<file path="config.mk">
export PLATFORM = sky130hd
export DESIGN_NAME = fifo
export DESIGN_NICKNAME = d
export VERILOG_FILES = /design/src/rtl/fifo.sv
export SDC_FILE = /design/constraint.sdc
export NUM_CORES = 1
export LEC_CHECK = 0
export CORE_ASPECT_RATIO = 0.5
export CORE_UTILIZATION = 60
export CTS_BUF_LIST = sky130_fd_sc_hd__clkbuf_4 sky130_fd_sc_hd__clkbuf_8
export DETAILED_ROUTE_END_ITERATION = 6
export DONT_BUFFER_PORTS = 1
export GPL_ROUTABILITY_DRIVEN = 1
export GPL_TIMING_DRIVEN = 0
export PLACE_DENSITY = 0.81
export SETUP_SLACK_MARGIN = 0.4
export SLEW_MARGIN = 10
export SYNTH_ARGS = -nofsm -noshare
export SYNTH_HDL_FRONTEND = slang
export SYNTH_SLANG_ARGS = --single-unit
</file>
<file path="constraint.sdc">
create_clock -name i_clk -period 4.6 [get_ports i_clk]
set_clock_uncertainty 0.05 [all_clocks]
set_input_delay 0.92 -clock i_clk [delete_from_list [all_inputs] [get_ports i_clk]]
set_output_delay 0.92 -clock i_clk [all_outputs]
set_load 0.01 [all_outputs]
</file>
<file path="src/rtl/fifo.sv">
// Single-clock byte FIFO with registered read data, occupancy status flags
// and one-cycle overflow/underflow error pulses.
//
// Ports:
//   i_clk        clock, all state changes on the rising edge
//   i_reset      synchronous active-high reset
//   i_wr_en      push i_data_in this edge
//   i_rd_en      pop the oldest word this edge
//   i_data_in    write data
//   o_data_out   registered read data (valid the cycle after an accepted read)
//   o_full       occupancy == DEPTH
//   o_empty      occupancy == 0
//   o_overflow   one-cycle pulse: a write was rejected
//   o_underflow  one-cycle pulse: a read was rejected
//   o_threshold  occupancy >= THRESHOLD
module fifo #(
  parameter int unsigned DATA_WIDTH = 8,
  parameter int unsigned DEPTH      = 8,
  parameter int unsigned THRESHOLD  = 4
) (
  input  logic                  i_clk,
  input  logic                  i_reset,
  input  logic                  i_wr_en,
  input  logic                  i_rd_en,
  input  logic [DATA_WIDTH-1:0] i_data_in,
  output logic [DATA_WIDTH-1:0] o_data_out,
  output logic                  o_full,
  output logic                  o_empty,
  output logic                  o_overflow,
  output logic                  o_underflow,
  output logic                  o_threshold
);

  localparam int unsigned AW = $clog2(DEPTH);
  localparam int unsigned CW = AW + 1;

  logic [DATA_WIDTH-1:0] r_mem [DEPTH];
  logic [AW-1:0]         r_wr_ptr;
  logic [AW-1:0]         r_rd_ptr;
  logic [CW-1:0]         r_count;
  logic [DATA_WIDTH-1:0] r_data_out;
  logic                  r_overflow;
  logic                  r_underflow;

  logic w_full;
  logic w_empty;
  logic w_rd_acc;
  logic w_wr_acc;

  // Status decode from the registered count.
  assign w_full  = (r_count == CW'(DEPTH));
  assign w_empty = (r_count == CW'(0));

  // A read frees a slot on the same edge, so a write at full is accepted
  // alongside it; a read at empty never sees the concurrent write.
  assign w_rd_acc = i_rd_en && !w_empty;
  assign w_wr_acc = i_wr_en && (!w_full || w_rd_acc);

  // Storage is not reset; pointers alone define valid contents.
  always_ff @(posedge i_clk) begin
    if (!i_reset && w_wr_acc) begin
      r_mem[r_wr_ptr] <= i_data_in;
    end
  end

  // Pointers, count, read data and error pulses.
  always_ff @(posedge i_clk) begin
    if (i_reset) begin
      r_wr_ptr    <= '0;
      r_rd_ptr    <= '0;
      r_count     <= '0;
      r_data_out  <= '0;
      r_overflow  <= 1'b0;
      r_underflow <= 1'b0;
    end else begin
      r_overflow  <= i_wr_en && !w_wr_acc;
      r_underflow <= i_rd_en && !w_rd_acc;
      if (w_wr_acc) begin
        r_wr_ptr <= r_wr_ptr + AW'(1);
      end
      if (w_rd_acc) begin
        r_rd_ptr   <= r_rd_ptr + AW'(1);
        r_data_out <= r_mem[r_rd_ptr];
      end
      case ({w_wr_acc, w_rd_acc})
        2'b10:   r_count <= r_count + CW'(1);
        2'b01:   r_count <= r_count - CW'(1);
        default: r_count <= r_count;
      endcase
    end
  end

  assign o_data_out  = r_data_out;
  assign o_overflow  = r_overflow;
  assign o_underflow = r_underflow;
  assign o_full      = w_full;
  assign o_empty     = w_empty;
  assign o_threshold = (r_count >= CW'(THRESHOLD));

endmodule

</file>
=== After elaboration in Yosys (flattened, before gate mapping) ===
Memories as Yosys holds them, arrays and structs flattened. A register that Yosys moved wholly into a read port is not among the register bits.
Cells that the tools add are included.

* Bitwise logic cells: 0
* Reduce and logical (&&, ||, !) cells: 13
* Mux-type cells: 3
* Equality and inequality tests: 3
* Add/subtract/negate cells: 4
* Shift operators: 0
* Divide/modulo/power cells: 0
* Magnitude comparators: 1
* Multipliers: 0

{| class="wikitable"
|+ Operators by type and width
! kind !! number
|-
| $pmux 4 s2 || 1
|-
| $add 3x1->3 const B || 2
|-
| $logic_and 1x1->1 || 5
|-
| $logic_not 1->1 || 5
|-
| $add 4x1->4 const B || 1
|-
| $eq 4x4->1 const B || 1
|-
| $ge 4x3->1 const B || 1
|-
| $logic_not 4->1 || 1
|-
| $sub 4x1->4 const B || 1
|-
| $eq 2x1->1 const B || 1
|-
| $eq 2x2->1 const B || 1
|-
| $mux 1 || 2
|-
| $reduce_bool 2->1 || 1
|-
| $logic_or 1x1->1 || 1
|}

* Memories: 1
* Output and inout bits: 13
* Register bits after elaboration: 12
* Bits of input ports: 12
* Logic and storage cells: 30
* Bits in read-only memories: 0
* Bits in writable memories: 64
* Bits in latches: 0

{| class="wikitable"
|+ Memory list
! name !! depth !! width !! read ports !! clocked after Yosys merged registers in !! write ports !! line !! source
|-
| r_mem || 8 || 8 || 1 || 1 || 1 || 37 || <nowiki>logic [DATA_WIDTH-1:0] r_mem [DEPTH];</nowiki>
|}

=== Depth between registers and ports, before layout ===
Gate-level depths: netlist (run 1).

* Word-level depth: 8
* Depth in mapped cells: 10
* Mapped depth without buffers: 9

=== Worst setup path before layout (run 1) ===
No wires, ideal clock.

* Path type: input to register
* Start: input i_rd_en
* End: register r_count[3]
* Data required time: 4.479 ns
* Cell stages on the path: 8
* Path buffers: 1
* Setup time: 0.071 ns
* Setup slack: 1.840 ns
* Arrival: 2.639 ns
* Path through: o41a_1 -> buf_2 -> ha_1 -> ha_1 -> a21oi_1 -> a21oi_1 -> or4_1 -> a21oi_1

* Cells in the longest elaborated chain, start to end: 5
* Elaborated cells on any way between the ends: 7
* Classes of those cells: eq/ne: 2; mux: 1; reduce/logical: 4

{| class="wikitable"
|+ Ends and longest elaborated chain
! what !! line !! source
|-
| start, declared || 24 || <nowiki>input logic i_rd_en,</nowiki>
|-
| $logic_and 1x1->1 * || 56 || <nowiki>assign w_rd_acc = i_rd_en && !w_empty;</nowiki>
|-
| named net w_rd_acc || 47 || <nowiki>logic w_rd_acc;</nowiki>
|-
| $logic_or 1x1->1 || 57 || <nowiki>assign w_wr_acc = i_wr_en && (!w_full || w_rd_acc);</nowiki>
|-
| $logic_and 1x1->1 || 57 ||
|-
| $eq 2x1->1 / $eq 2x2->1 (equally long branches) || 85 || <nowiki>case ({w_wr_acc, w_rd_acc})</nowiki>
|-
| $pmux 4 s2 / $reduce_bool 2->1 (equally long branches) || n/a ||
|-
| end signal, assigned || 86 || <nowiki>2'b10: r_count <= r_count + CW'(1);</nowiki>
|-
| end signal, assigned || 87 || <nowiki>2'b01: r_count <= r_count - CW'(1);</nowiki>
|-
| end signal, assigned || 88 || <nowiki>default: r_count <= r_count;</nowiki>
|-
| end, declared || 40 || <nowiki>logic [CW-1:0] r_count;</nowiki>
|}

The timed path passes the listed nets; every way through them passes the cells marked *.
A chain may end at the register's enable or synchronous reset.

=== Worst setup path in the final report (run 1) ===
* Start: register r_count[0]
* End: register r_count[3]

* Cells in the longest elaborated chain, start to end: 7
* Elaborated cells on any way between the ends: 13
* Classes of those cells: add/sub: 2; eq/ne: 3; mux: 1; reduce/logical: 7

{| class="wikitable"
|+ Ends and longest elaborated chain
! what !! line !! source
|-
| $logic_not 4->1 || 52 || <nowiki>assign w_empty = (r_count == CW'(0));</nowiki>
|-
| $logic_not 1->1 || 56 ||
|-
| $logic_and 1x1->1 || 56 ||
|-
| $logic_or 1x1->1 || 57 ||
|-
| $logic_and 1x1->1 || 57 ||
|-
| $eq 2x1->1 / $eq 2x2->1 (equally long branches) || 85 ||
|-
| $pmux 4 s2 / $reduce_bool 2->1 (equally long branches) || n/a ||
|}

Several ways; a longest one is shown, not always the timed one.

==> results.json, run 1 <==
{
  "rsz0062_at_grt": "no",
  "final.min_clock_period_ps": 2920,
  "port-buffer-count": 0,
  "ant_nets": 0,
  "postSynthNetCount": 215,
  "areaGrowthSynthToFinish_pct": 9.67,
  "drt_pre_antenna_iters": 4,
  "path_max_fanout": 7,
  "detailroute.via_count": 1767,
  "detailedRoute.firstIterationViolations": 142,
  "cts_inserted_buffers": 9,
  "wl_per_cell_um": 21.6,
  "syn-mean-instance-area_um2": 16.6,
  "crit_path_cell_trace": "or4b_1, buf_2, o21ai_4, ha_1, ha_1, a21oi_1, a21oi_1, or4_1, a21oi_1",
  "grt_first_pass_wirelength_um": 9180,
  "static-leakage-power_nw": 1.18,
  "fmaxAchievable_ghz": 0.342,
  "fraction_of_registers_with_async_set_reset": 0,
  "grtUsageTotal": 0.237,
  "timing.reg2reg.worst_path_depth": 9,
  "start_util": 0.643,
  "max-vdd-ir-drop_uv": 238,
  "critical-path-top-cell-by-count": "a21oi_1",
  "worst_setup_path_end_kind": "register",
  "critical-path-top-delay-family": "simple AND/OR/NAND/NOR gates",
  "cp_data_required_time_ps": 4830,
  "post_cts_hold_buffer_count": 0,
  "synthesis.yosys.warnings": 0,
  "timing.setup.critical_path_class": "register to register",
  "clock_tree_from_tritoncts": "done",
  "synth_edf_count": 64,
  "cts_repair_resize_count": 0,
  "hold_path_class": "register to register",
  "ctsRootBufferMaster": "clkbuf_8",
  "nets": 228,
  "reg2reg_setup_slack_ps": 1680,
  "drcViolationCount": 0,
  "setup_viol": 0,
  "core_region_area_um2": 5090,
  "total_die_area_um2": 5770,
  "dp_hpwl_um": 4040,
  "path_clk_slew_ps": 90,
  "yosys_register_bits": 84,
  "slew_violations": 0,
  "totalNegativeSetupSlack_ps": 0,
  "die_x_um": 106,
  "crit_path_max_incr_delay_ps": 500,
  "rows": 18,
  "cts_sinks": 84,
  "wl_um": 6150,
  "power-per-cell-area_nw_per_um2": 499,
  "post_cts.repair.setup_buffers": 0,
  "crit_buf_inv": 1,
  "fin_crit_sh": 0.635,
  "postLayoutCoreUtil": 0.706,
  "synth_area_um2": 3270,
  "final_hold_viol_count": 0,
  "synth_cell_type_count": 33,
  "timing_worst_slew_pin_value_ps": 900,
  "startpoint_type": "register",
  "r2r-end": "r_count[3]",
  "worst_setup_path_endpoint": "r_count[3]",
  "die_height_um": 54.2,
  "grt_overflow": 0,
  "slew_headroom": 0.398,
  "startpoint": "r_count[0]",
  "arrival_ps": 3160,
  "cap_viol_max_count": 0,
  "max-clock-path-buffers": 2,
  "seq_area_frac_synth": 0.709,
  "post_synth_inst_count": 197,
  "rr_startpoint": "r_count[0]",
  "antenna-diode-count": 0,
  "worst_path_max_delay_cell": "or4b_1",
  "grt_antenna_before_repair": 0,
  "total_power_w": 0.00179,
  "viasPerCell": 6.20,
  "cp.depth": 9,
  "status": "completed",
  "largest_net_degree_at_the_start_of_global_routing": 17,
  "h-tree-depth": 3,
  "layout-drive-gt1-share": 0.219,
  "via_count_of_the_first_global_routing_pass": 1703,
  "clock_latency_ps": 350,
  "gp_routability_congestion": 0.828,
  "yosys_most_used_dff": "edfxtp_1",
  "ioPinCount": 25
}
state kept, by name, summed over array words and instances, names as in the netlist:
signal and count:
r_mem 64, o_underflow 1, o_overflow 1, r_rd_ptr 3
r_count 4, o_data_out 8, r_wr_ptr 3
placed cells by master (no fill, tap or decap), types with 2 or more instances in the layout:
| master | n |
|---|---|
| xor2_1 | 5 |
| a21oi_1 | 5 |
| inv_6 | 3 |
| nand2_1 | 4 |
| nor3_1 | 9 |
| edfxtp_1 | 64 |
| mux2i_1 | 2 |
| clkinv_4 | 2 |
| buf_4 | 3 |
| dfxtp_1 | 20 |
| nor3_2 | 3 |
| inv_1 | 4 |
| buf_2 | 3 |
| nor2_1 | 24 |
| ha_1 | 5 |
| clkbuf_4 | 2 |
| clkbuf_1 | 4 |
| mux4_2 | 16 |
| o211ai_1 | 2 |
| o22ai_1 | 8 |
| clkbuf_8 | 9 |
cells by family after synthesis:
logic type	share of synthesized area
DFF	0.709
and+or+nand+nor	0.0753
buffers and inverters	0.0199
AOI/OAI and AO/OA	0.0382
xor gates and xnor gates	0.0160
adders and majority gates	0.0252
muxes	0.116
how the worst min path moves through the flow:
stage / endpoint / from / slack [ps] / depth (start not counted)
final: r_count[3] / r_count[3] / 480 / 2
after global routing: r_count[3] / r_count[3] / 500 / 2
after CTS: r_count[3] / r_count[3] / 480 / 2
after detailed placement: r_count[3] / r_count[3] / 460 / 2
after global placement: r_count[3] / r_count[3] / 440 / 2
after floorplan: r_count[3] / r_count[3] / 420 / 2
synth_stat cells (all sizes together) (2+ instances only):
cell	instances	share of area
a21oi	5	0.0076
buf	4	0.0069
clkbuf	6	0.0084
dfxtp	20	0.12
edfxtp	64	0.59
ha	5	0.019
inv	4	0.0046
mux2i	2	0.0061
mux4	16	0.11
nand2	4	0.0046
nor2	24	0.028
nor3	12	0.018
nor4b	2	0.0054
o211ai	2	0.0046
o22ai	8	0.015
xor2	5	0.013
per-layer routing:
| layer | wire length, um | GRT usage |
|---|---|---|
| met5 | 0 | 0 |
| met4 | 78 | 0.0959 |
| met3 | 585 | 0.0798 |
| met2 | 3030 | 0.398 |
| met1 | 2450 | 0.295 |
worst min-delay path, delay by kind of cell, from the launching register on:
kind               cells  cell delay, ps
AOI/OAI and AO/OA      2             140
DFF                    1             350
layout make-up:
cell class | instances | area [um^2]
sequential | 84 | 2320
fill | 334 | 1500
multi-input combinational | 99 | 915
clock buffer | 10 | 131
tap | 70 | 87.6
clock inverter | 6 | 55.1
buffer | 10 | 50.0
timing repair buffer | 2 | 15.0
inverter | 4 | 15.0
stage by stage:
stage,hold WS (ps),instance area [um^2],std cells,setup slack (ps)
after global placement,436,3360,267,1340
after floorplan,418,3270,197,1840
final,477,3590,285,1680
after CTS,477,3590,285,1680
after detailed placement,465,3400,269,1560
after global routing,497,3590,285,1600
power breakdown:
part | switching [W] | internal, W | total [W]
Clock | 0.000275 | 0.000214 | 0.000488
Combinational | 0.000199 | 0.000156 | 0.000356
Sequential | 0.0000689 | 0.000880 | 0.000949
Total | 0.000543 | 0.00125 | 0.00179
(Power assumes the default switching activity.)
==> run 2, diff against run 1 <==
--- a/config.mk
+++ b/config.mk
@@ -6,13 +6,13 @@
 export NUM_CORES = 1
 export LEC_CHECK = 0
 export CORE_ASPECT_RATIO = 0.5
-export CORE_UTILIZATION = 60
+export CORE_UTILIZATION = 59
 export CTS_BUF_LIST = sky130_fd_sc_hd__clkbuf_4 sky130_fd_sc_hd__clkbuf_8
 export DETAILED_ROUTE_END_ITERATION = 6
 export DONT_BUFFER_PORTS = 1
 export GPL_ROUTABILITY_DRIVEN = 1
 export GPL_TIMING_DRIVEN = 0
-export PLACE_DENSITY = 0.81
+export PLACE_DENSITY = 0.83
 export SETUP_SLACK_MARGIN = 0.4
 export SLEW_MARGIN = 10
 export SYNTH_ARGS = -nofsm -noshare
==> constraint.sdc (replaced) <==
create_clock -name i_clk -period 2.5 [get_ports i_clk]
set_clock_uncertainty 0.05 [all_clocks]
set_input_delay 0.5 -clock i_clk [delete_from_list [all_inputs] [get_ports i_clk]]
set_output_delay 0.5 -clock i_clk [all_outputs]
set_load 0.01 [all_outputs]
==> run 2 against run 1 <==
The run now ends with negative setup slack left. Non-clock buffer count up 16. Global-route usage increased by 0.79 points. Critical path depth unchanged. Via count up 6.6%. Register-to-register slack got worse by 1700 ps. Clock power is 100% higher. First-iteration DRC count rose by 5.6%. Routed wire length grew 9.8%. Hold slack got worse by 300 ps. Worst setup slack worse by 1700 ps. Sequential share of layout area fell by 4.7 points.
==> results.json, run 2 (synthesized netlist as in run 1, its figures left out) <==
{
  "start_util": 0.638,
  "dp_hpwl_um": 3920,
  "commonest_non_fill_non_tap_cells_in_the_layout": "edfxtp_1 (64), nor2_1 (21), dfxtp_1 (18), buf_4 (16), mux4_2 (16)",
  "slew_violations": 0,
  "drt_pre_antenna_iters": 4,
  "grtUsageTotal": 0.245,
  "rows": 18,
  "via_count_of_the_first_global_routing_pass": 1898,
  "wl_per_cell_um": 22.4,
  "worst_setup_path_end_kind": "register",
  "hold_path_class": "primary input to register",
  "timing.reg2reg.worst_path_depth": 9,
  "ioPinCount": 25,
  "cap_viol_max_count": 0,
  "timing_worst_slew_pin_value_ps": 673,
  "grt_overflow": 0,
  "gp_routability_congestion": 0.729,
  "path_max_fanout": 4,
  "clock_latency_ps": 350,
  "registers.top_by_ff_count": "r_mem",
  "status": "finished with violations",
  "clock_tree_from_tritoncts": "done",
  "wl_um": 6750,
  "h-tree-depth": 3,
  "die_x_um": 107,
  "ant_nets": 0,
  "postLayoutCoreUtil": 0.757,
  "violations": "negative setup slack",
  "placedInstanceArea_um2": 3440,
  "largest_net_degree_at_the_start_of_global_routing": 16,
  "rsz0062_at_grt": "yes",
  "fin_crit_sh": 1.00,
  "setup_ws_ps": -11.6,
  "timing.setup.critical_path_class": "register to register",
  "startpoint_type": "register",
  "core_region_area_um2": 5130,
  "nets": 244,
  "fillerInstances": 277,
  "largest_register_ffs": 64,
  "die_height_um": 54.7,
  "power-per-cell-area_nw_per_um2": 920,
  "antenna-diode-count": 0,
  "final_design_area_no_fill_um2": 3890,
  "path_clk_slew_ps": 80,
  "areaGrowthSynthToFinish_pct": 18.7,
  "max-vdd-ir-drop_uv": 490,
  "whs_path_depth": 1,
  "port-buffer-count": 0,
  "post_cts_hold_buffer_count": 0,
  "slew_headroom": 0.551,
  "grt_first_pass_wirelength_um": 9540,
  "grt_antenna_before_repair": 0,
  "layout-drive-gt1-share": 0.351,
  "static-leakage-power_nw": 1.27,
  "total_die_area_um2": 5870,
  "max-clock-path-buffers": 2,
  "final_hold_viol_count": 0,
  "cp_data_required_time_ps": 2730,
  "cts_inserted_buffers": 9,
  "ctsRootBufferMaster": "clkbuf_8",
  "cts_sinks": 84,
  "detailroute.via_count": 1884,
  "final.min_clock_period_ps": 2510,
  "fmaxAchievable_ghz": 0.398,
  "arrival_ps": 2750,
  "detailedRoute.firstIterationViolations": 150,
  "setup_viol": 1,
  "viasPerCell": 6.26,
  "drcViolationCount": 0,
  "mostFrequentLayoutCell": "edfxtp_1",
  "totalNegativeSetupSlack_ps": -11.6
}
run 2: critical path, cell delays in order, from the launching register on:
cell	delay, ps
dfxtp_4	360
or4b_4	540
buf_6	140
o21ai_4	160
ha_4	190
ha_4	150
nand3_2	90
and3_4	160
or4_4	470
a21oi_2	130
run 2: per-layer routing:
layer | GRT usage | wire [um] | vias to the layer above
met3 | 0.0810 | 540 | 19
li1 | - | - | 823
met2 | 0.437 | 3470 | 92
met4 | 0.153 | 179 | 0
met5 | 0 | 0 | -
met1 | 0.267 | 2560 | 950
run 2: layout make-up:
type | instances | area (um^2) | share of cell area
inverters | 4 | 20.0 | 0.00515
clock buffers | 10 | 131 | 0.0338
well taps | 70 | 87.6 | 0.0225
multi-input cells | 99 | 1040 | 0.267
plain buffers | 10 | 58.8 | 0.0151
clock inverters | 6 | 72.6 | 0.0187
repair buffers | 18 | 150 | 0.0386
flip-flops and latches | 84 | 2330 | 0.599
run 2: per-stage QoR:
step | setup WS (ps) | std cells | hold slack, ps | total power (W)
after floorplan | 2.84 | 197 | 422 | 0.00230
after global placement | -418 | 267 | 434 | 0.00242
after detailed placement | -183 | 269 | 463 | 0.00246
after CTS | 35.0 | 296 | 159 | 0.00351
after global routing | -93.7 | 301 | 145 | 0.00374
final | -11.6 | 301 | 172 | 0.00358
run 2: path summary, 6_finish.rpt:
path,from,endpoint,slack (ps)
min,i_rd_en,o_overflow,170
max reg2reg,r_count[0],r_count[3],-10
max,r_count[0],r_count[3],-10
min reg2reg,r_count[3],r_count[3],490
run 2: power breakdown:
group / internal (W) / total [W] / switching [W]
clock: 0.000483 / 0.000974 / 0.000491
sequential: 0.00162 / 0.00175 / 0.000124
combinational: 0.000415 / 0.000856 / 0.000440
run 2: timing repair:
item,CTS,global route
buffers inserted,11,5
pin swaps,7,5
setup endpoints to repair,19,37
gates resized for setup,13,16
